**src/rtl/sine_cos_pkg.sv**
```systemverilog
// Shared definitions for the quadrature NCO: quadrant encoding, pipeline
// latency and the quarter-wave table generator.
package sine_cos_pkg;

    typedef enum logic [1:0] {
        Q0 = 2'd0,
        Q1 = 2'd1,
        Q2 = 2'd2,
        Q3 = 2'd3
    } quad_t;

    localparam int  NCO_LAT = 3;
    localparam real PI      = 3.14159265358979323846;

    // Half-sample offset makes the quarter table fold exactly into the other three quadrants.
    function automatic int qlut_value(int k, int addr_w, int out_w);
        real amp;
        real x;
        amp = real'((1 << (out_w - 1)) - 1);
        x   = amp * $sin(PI / 2.0 * (real'(k) + 0.5) / real'(1 << addr_w));
        return $rtoi(x + 0.5);
    endfunction

endpackage

```
**src/rtl/sine_cos_qlut.sv**
```systemverilog
// Quarter-wave sine magnitude ROM with two independent registered read ports.
module sine_cos_qlut
    import sine_cos_pkg::*;
#(
    parameter int ADDR_W = 8,
    parameter int OUT_W  = 8
) (
    input  logic              clk,
    input  logic [ADDR_W-1:0] addr_a,
    input  logic [ADDR_W-1:0] addr_b,
    output logic [OUT_W-1:0]  data_a,
    output logic [OUT_W-1:0]  data_b
);

    localparam int DEPTH = 1 << ADDR_W;

    logic [OUT_W-1:0] rom [DEPTH];

    generate
        for (genvar gi = 0; gi < DEPTH; gi++) begin : g_rom
            assign rom[gi] = OUT_W'(qlut_value(gi, ADDR_W, OUT_W));
        end
    endgenerate

    always_ff @(posedge clk) begin
        data_a <= rom[addr_a];
        data_b <= rom[addr_b];
    end

endmodule

```
**src/rtl/sine_cos_nco.sv**
```systemverilog
// Phase-accumulator NCO producing quadrature sine/cos in two's-complement and
// offset-binary form, three register stages from en to valid.
module sine_cos_nco
    import sine_cos_pkg::*;
#(
    parameter int                 PHASE_W  = 24,
    parameter int                 ADDR_W   = 8,
    parameter int                 OUT_W    = 8,
    parameter logic [PHASE_W-1:0] FTW_INIT = PHASE_W'(1) << (PHASE_W - ADDR_W - 2)
) (
    input  logic               clk,
    input  logic               reset,
    input  logic               en,
    input  logic               sync_clr,
    input  logic               ftw_load,
    input  logic [PHASE_W-1:0] ftw_in,
    input  logic [PHASE_W-1:0] poff,
    output logic [OUT_W-1:0]   sine,
    output logic [OUT_W-1:0]   cos,
    output logic [OUT_W-1:0]   sine_u,
    output logic [OUT_W-1:0]   cos_u,
    output logic               valid,
    output logic               wrap
);

    localparam int FRAC_W = PHASE_W - ADDR_W - 2;

    logic [PHASE_W-1:0] acc_reg, ftw_reg;
    logic               carry_pend_reg;
    logic [PHASE_W:0]   acc_sum;
    logic [PHASE_W-1:0] phase;
    logic [ADDR_W+1:0]  phase_top;

    logic               s1_valid_reg, s1_wrap_reg;
    quad_t              s1_q_reg;
    logic [ADDR_W-1:0]  s1_i_reg;
    logic               s2_valid_reg, s2_wrap_reg;
    quad_t              s2_q_reg;
    logic [OUT_W-1:0]   lut_a, lut_b;
    logic [OUT_W-1:0]   sine_next, cos_next;
    logic [OUT_W-1:0]   sine_reg, cos_reg;
    logic               valid_reg, wrap_reg;

    assign acc_sum   = {1'b0, acc_reg} + {1'b0, ftw_reg};
    assign phase     = acc_reg + poff;
    assign phase_top = (ADDR_W + 2)'(phase >> FRAC_W);

    // A carry is remembered until the next issued sample so that sample carries the wrap flag.
    always_ff @(posedge clk) begin
        if (!reset) begin
            acc_reg        <= '0;
            ftw_reg        <= FTW_INIT;
            carry_pend_reg <= 1'b0;
        end else begin
            if (ftw_load)
                ftw_reg <= ftw_in;
            if (sync_clr) begin
                acc_reg        <= '0;
                carry_pend_reg <= 1'b0;
            end else if (en) begin
                acc_reg        <= acc_sum[PHASE_W-1:0];
                carry_pend_reg <= acc_sum[PHASE_W];
            end
        end
    end

    always_ff @(posedge clk) begin
        if (!reset) begin
            s1_valid_reg <= 1'b0;
            s1_wrap_reg  <= 1'b0;
            s1_q_reg     <= Q0;
            s1_i_reg     <= '0;
            s2_valid_reg <= 1'b0;
            s2_wrap_reg  <= 1'b0;
            s2_q_reg     <= Q0;
        end else begin
            s1_valid_reg <= en;
            s1_wrap_reg  <= en & carry_pend_reg;
            s1_q_reg     <= quad_t'(phase_top[ADDR_W+1 -: 2]);
            s1_i_reg     <= phase_top[ADDR_W-1:0];
            s2_valid_reg <= s1_valid_reg;
            s2_wrap_reg  <= s1_wrap_reg;
            s2_q_reg     <= s1_q_reg;
        end
    end

    // Port b reads the mirrored index N-1-i, which is simply the bitwise inverse.
    sine_cos_qlut #(
        .ADDR_W (ADDR_W),
        .OUT_W  (OUT_W)
    ) u_qlut (
        .clk    (clk),
        .addr_a (s1_i_reg),
        .addr_b (~s1_i_reg),
        .data_a (lut_a),
        .data_b (lut_b)
    );

    always_comb begin
        sine_next = lut_a;
        cos_next  = lut_b;
        case (s2_q_reg)
            Q1: begin
                sine_next = lut_b;
                cos_next  = -lut_a;
            end
            Q2: begin
                sine_next = -lut_a;
                cos_next  = -lut_b;
            end
            Q3: begin
                sine_next = -lut_b;
                cos_next  = lut_a;
            end
            default: begin
                sine_next = lut_a;
                cos_next  = lut_b;
            end
        endcase
    end

    always_ff @(posedge clk) begin
        if (!reset) begin
            sine_reg  <= '0;
            cos_reg   <= '0;
            valid_reg <= 1'b0;
            wrap_reg  <= 1'b0;
        end else begin
            valid_reg <= s2_valid_reg;
            wrap_reg  <= s2_valid_reg & s2_wrap_reg;
            if (s2_valid_reg) begin
                sine_reg <= sine_next;
                cos_reg  <= cos_next;
            end
        end
    end

    assign sine   = sine_reg;
    assign cos    = cos_reg;
    assign sine_u = {~sine_reg[OUT_W-1], sine_reg[OUT_W-2:0]};
    assign cos_u  = {~cos_reg[OUT_W-1], cos_reg[OUT_W-2:0]};
    assign valid  = valid_reg;
    assign wrap   = wrap_reg;

endmodule

```
**config.mk**
```make
export PLATFORM = sky130hd
export DESIGN_NAME = sine_cos_nco
export DESIGN_NICKNAME = d
export VERILOG_FILES = /design/src/rtl/sine_cos_pkg.sv /design/src/rtl/sine_cos_qlut.sv /design/src/rtl/sine_cos_nco.sv
export SDC_FILE = /design/constraint.sdc
export NUM_CORES = 1
export LEC_CHECK = 0
export ABC_CLOCK_PERIOD_IN_PS = 3170
export CORE_AREA = 5 5 147 149
export DETAILED_ROUTE_END_ITERATION = 10
export DIE_AREA = 0 0 152 154
export SLEW_MARGIN = 10
export SYNTH_ARGS = -nofsm -noshare
export SYNTH_HDL_FRONTEND = slang
export SYNTH_SLANG_ARGS = --single-unit
```
**constraint.sdc**
```tcl
create_clock -name clk -period 3.17 [get_ports clk]
set_clock_uncertainty 0.2 [all_clocks]
set_input_delay 0.634 -clock clk [delete_from_list [all_inputs] [get_ports clk]]
set_output_delay 0.634 -clock clk [all_outputs]
set_load 0.02 [all_outputs]
```
==> flow_summary.ini <==
[power_and_ir_drop]
p_int_w = 0.00242
p_sw_w = 0.00119
peakVddDrop_mv = 0.288
sequentialPowerShare = 0.389
power.density_mw_per_mm2 = 389
clkPwrFrac = 0.315
swShare = 0.330
leakagePower_nw = 3.82
p_comb_frac = 0.297

[clock_tree]
cts.sinks = 97
clk_pin_slew_ns = 0.07
ctsResizeCount = 0
cts_tree = built
root_buffer = clkbuf_16
cts_setup_buffers = 0
hold_buffers = 0
insertion_delay_ns = 0.35
ctsLongestPathBuffers = 2
htreeDepth = 3
cts_buffers = 9

[flow_run]
cap_violations = 0

[floorplan]
core_sq_mm = 0.0200
rows = 52
boundaryPins = 87
dieArea_sq_mm = 0.0234
die_h_um = 154
die_width_um = 152
start_util = 0.393

[placed_design]
placed_area_sq_mm = 0.00898
place_congestion = 0.920
portBuffers = 86
dp_hpwl_um = 17600
dp.cells = 1331
pre_cts_slack_ns = 0.0744

[worst_setup_path]
crit_path_end_kind = flop
critPathKind = reg2reg
start_kind = flop
cp_slowest_cell = fa_1
crit_path_max_fanout = 3
cp_data_arrival_time_ns = 2.91
slowest_delay_ns = 0.42
crit_chain = ha_1, fa_1, a211o_1, a21oi_1, nor3_1, o21a_1, or4_1, a32o_1
cp.required_ns = 3.22

[sta]
period_minus_slack_ns = 2.86
rsz0062_at_grt = no
tightestPinTransition_ns = 0.805
finalSetupViolCount = 0
fmax_ghz = 0.350
finalWorstSetupSlack_ns = 0.313
drv_slew = 0
finalHoldViolations = 0
fin_tns_setup_ns = 0
timing.slew.headroom = 0.463
fin_crit_sh = 0.901

[logic_synthesis]
netlist_instances = 1019
synth-edff-count = 0
syn_nets = 1133
synth_top_area_share = 0.246
synth-seq-cells = 97
yosysWarningCount = 0
ys_top_cells_by_count = 99 x nor2_1, 97 x dfxtp_1, 87 x a21oi_1, 82 x o21ai_0, 68 x nand2_1
yosysMostFrequentCell = nor2_1
yosys-top-cells-area = dfxtp_1 25%, ha_1 9.5%, mux2i_1 7.0%, a21oi_1 5.5%, o21ai_0 5.2%
synth_cell_types = 71
synth_async_sr_flop_share = 0
synth_area_per_cell_sq_um = 7.73
synthesis.area_sq_mm = 0.00788
ys_seq_area_frac = 0.246
yosysTopAreaCell = dfxtp_1
synth_ff_type = dfxtp_1

[global_routing]
grt_usage = 0.195
antenna_found_initial = 0
grt_pass1_wl_um = 38100
grt_max_degree = 49
grt_pass1_vias = 7324
gr-total-overflow = 0

[cells_and_area]
num_antenna_cells = 0
final_area_sq_mm = 0.00929
final_layout_size_suffix_gt1_frac = 0.0659
finalNetCount = 1186
finalNonFillerCells = 1347
fin_util = 0.464
syn2layout_area_growth_pct = 17.9

[route]
num_vias = 7801
drtAntennaViolNets = 0
via_per_inst = 5.79
routed_wl_um = 23300
wl_per_cell_um = 17.3
firstDrtPassIters = 6
drtIter0Drc = 528
drc = 0

[run_status]
status = finished clean

[hold_path]
hp-class = reg2reg
-- per-layer routing --
metal  vias up  share of wire  global-route usage
met3        45          0.062              0.0410
met1      3605           0.48               0.268
met4         0          0.026              0.0646
met5         -              0                   0
met2       269           0.43               0.304
li1       3882              -                   -
-- logic make-up (layout without fill, tap and decap cells) --
logic type / after synthesis / in the layout / synth area share
simple gates: 323 / 323 / 0.198
buf+inv: 111 / 169 / 0.0640
xor+xnor: 22 / 22 / 0.0245
compound gates: 343 / 343 / 0.281
mux: 62 / 62 / 0.0884
flops: 97 / 97 / 0.246
fa+ha+maj: 61 / 61 / 0.0978
-- power by group through the flow --
stage / logic (W) / clock network, W / registers, W
2_1_floorplan: 0.000756 / 0 / 0.00139
3_3_place_gp: 0.00106 / 0 / 0.00143
3_5_place_dp: 0.00106 / 0 / 0.00143
4_1_cts: 0.00107 / 0.00117 / 0.00140
5_1_grt: 0.00118 / 0.00122 / 0.00142
6_report: 0.00107 / 0.00114 / 0.00140
-- worst max-delay path, delay by kind of cell, from the launching register on --
kind            cells  cell delay [ns]
flops               1             0.33
compound gates      4             1.05
simple gates        2             0.52
fa+ha+maj           2             0.66
-- metrics by stage --
| step | hold slack [ns] | total power (W) |
|---|---|---|
| 6_report | 0.235 | 0.00361 |
| 5_1_grt | 0.254 | 0.00382 |
| 4_1_cts | 0.240 | 0.00364 |
| 3_5_place_dp | 0.223 | 0.00249 |
| 3_3_place_gp | 0.216 | 0.00249 |
| 2_1_floorplan | 0.212 | 0.00215 |
-- cell usage in the layout (no fill, tap or decap), types with 23 or more instances in the layout --
master / synthesis / routed
nor2_1: 99 / 99
dfxtp_1: 97 / 96
a21oi_1: 87 / 87
clkdlybuf4s50_1: 0 / 86
o21ai_0: 82 / 82
nand2_1: 68 / 68
ha_1: 60 / 60
mux2i_1: 55 / 55
nand3_1: 43 / 43
buf_4: 18 / 36
inv_1: 26 / 26
nor3_1: 23 / 23
a21o_1: 23 / 23
-- area by class of cell --
cell class                 count  area (sq um)
fill                        2057         10800
multi-input combinational    811          5430
sequential                    97          1940
timing repair buffer         123          1150
tap                          270           338
clock buffer                  10           239
inverter                      30           113
clock inverter                 6          71.3
-- worst paths after layout --
check	startpoint	to	slack (ns)	depth (start not counted)
worst max register to register	acc_reg[0]	acc_reg[18]	0.31	8
worst min register to register	s1_q_reg[1]	s2_q_reg[1]	0.24	1
worst min-delay path	s1_q_reg[1]	s2_q_reg[1]	0.24	1
worst max-delay path	acc_reg[0]	acc_reg[18]	0.31	8
Power figures use the tool's default switching activity.
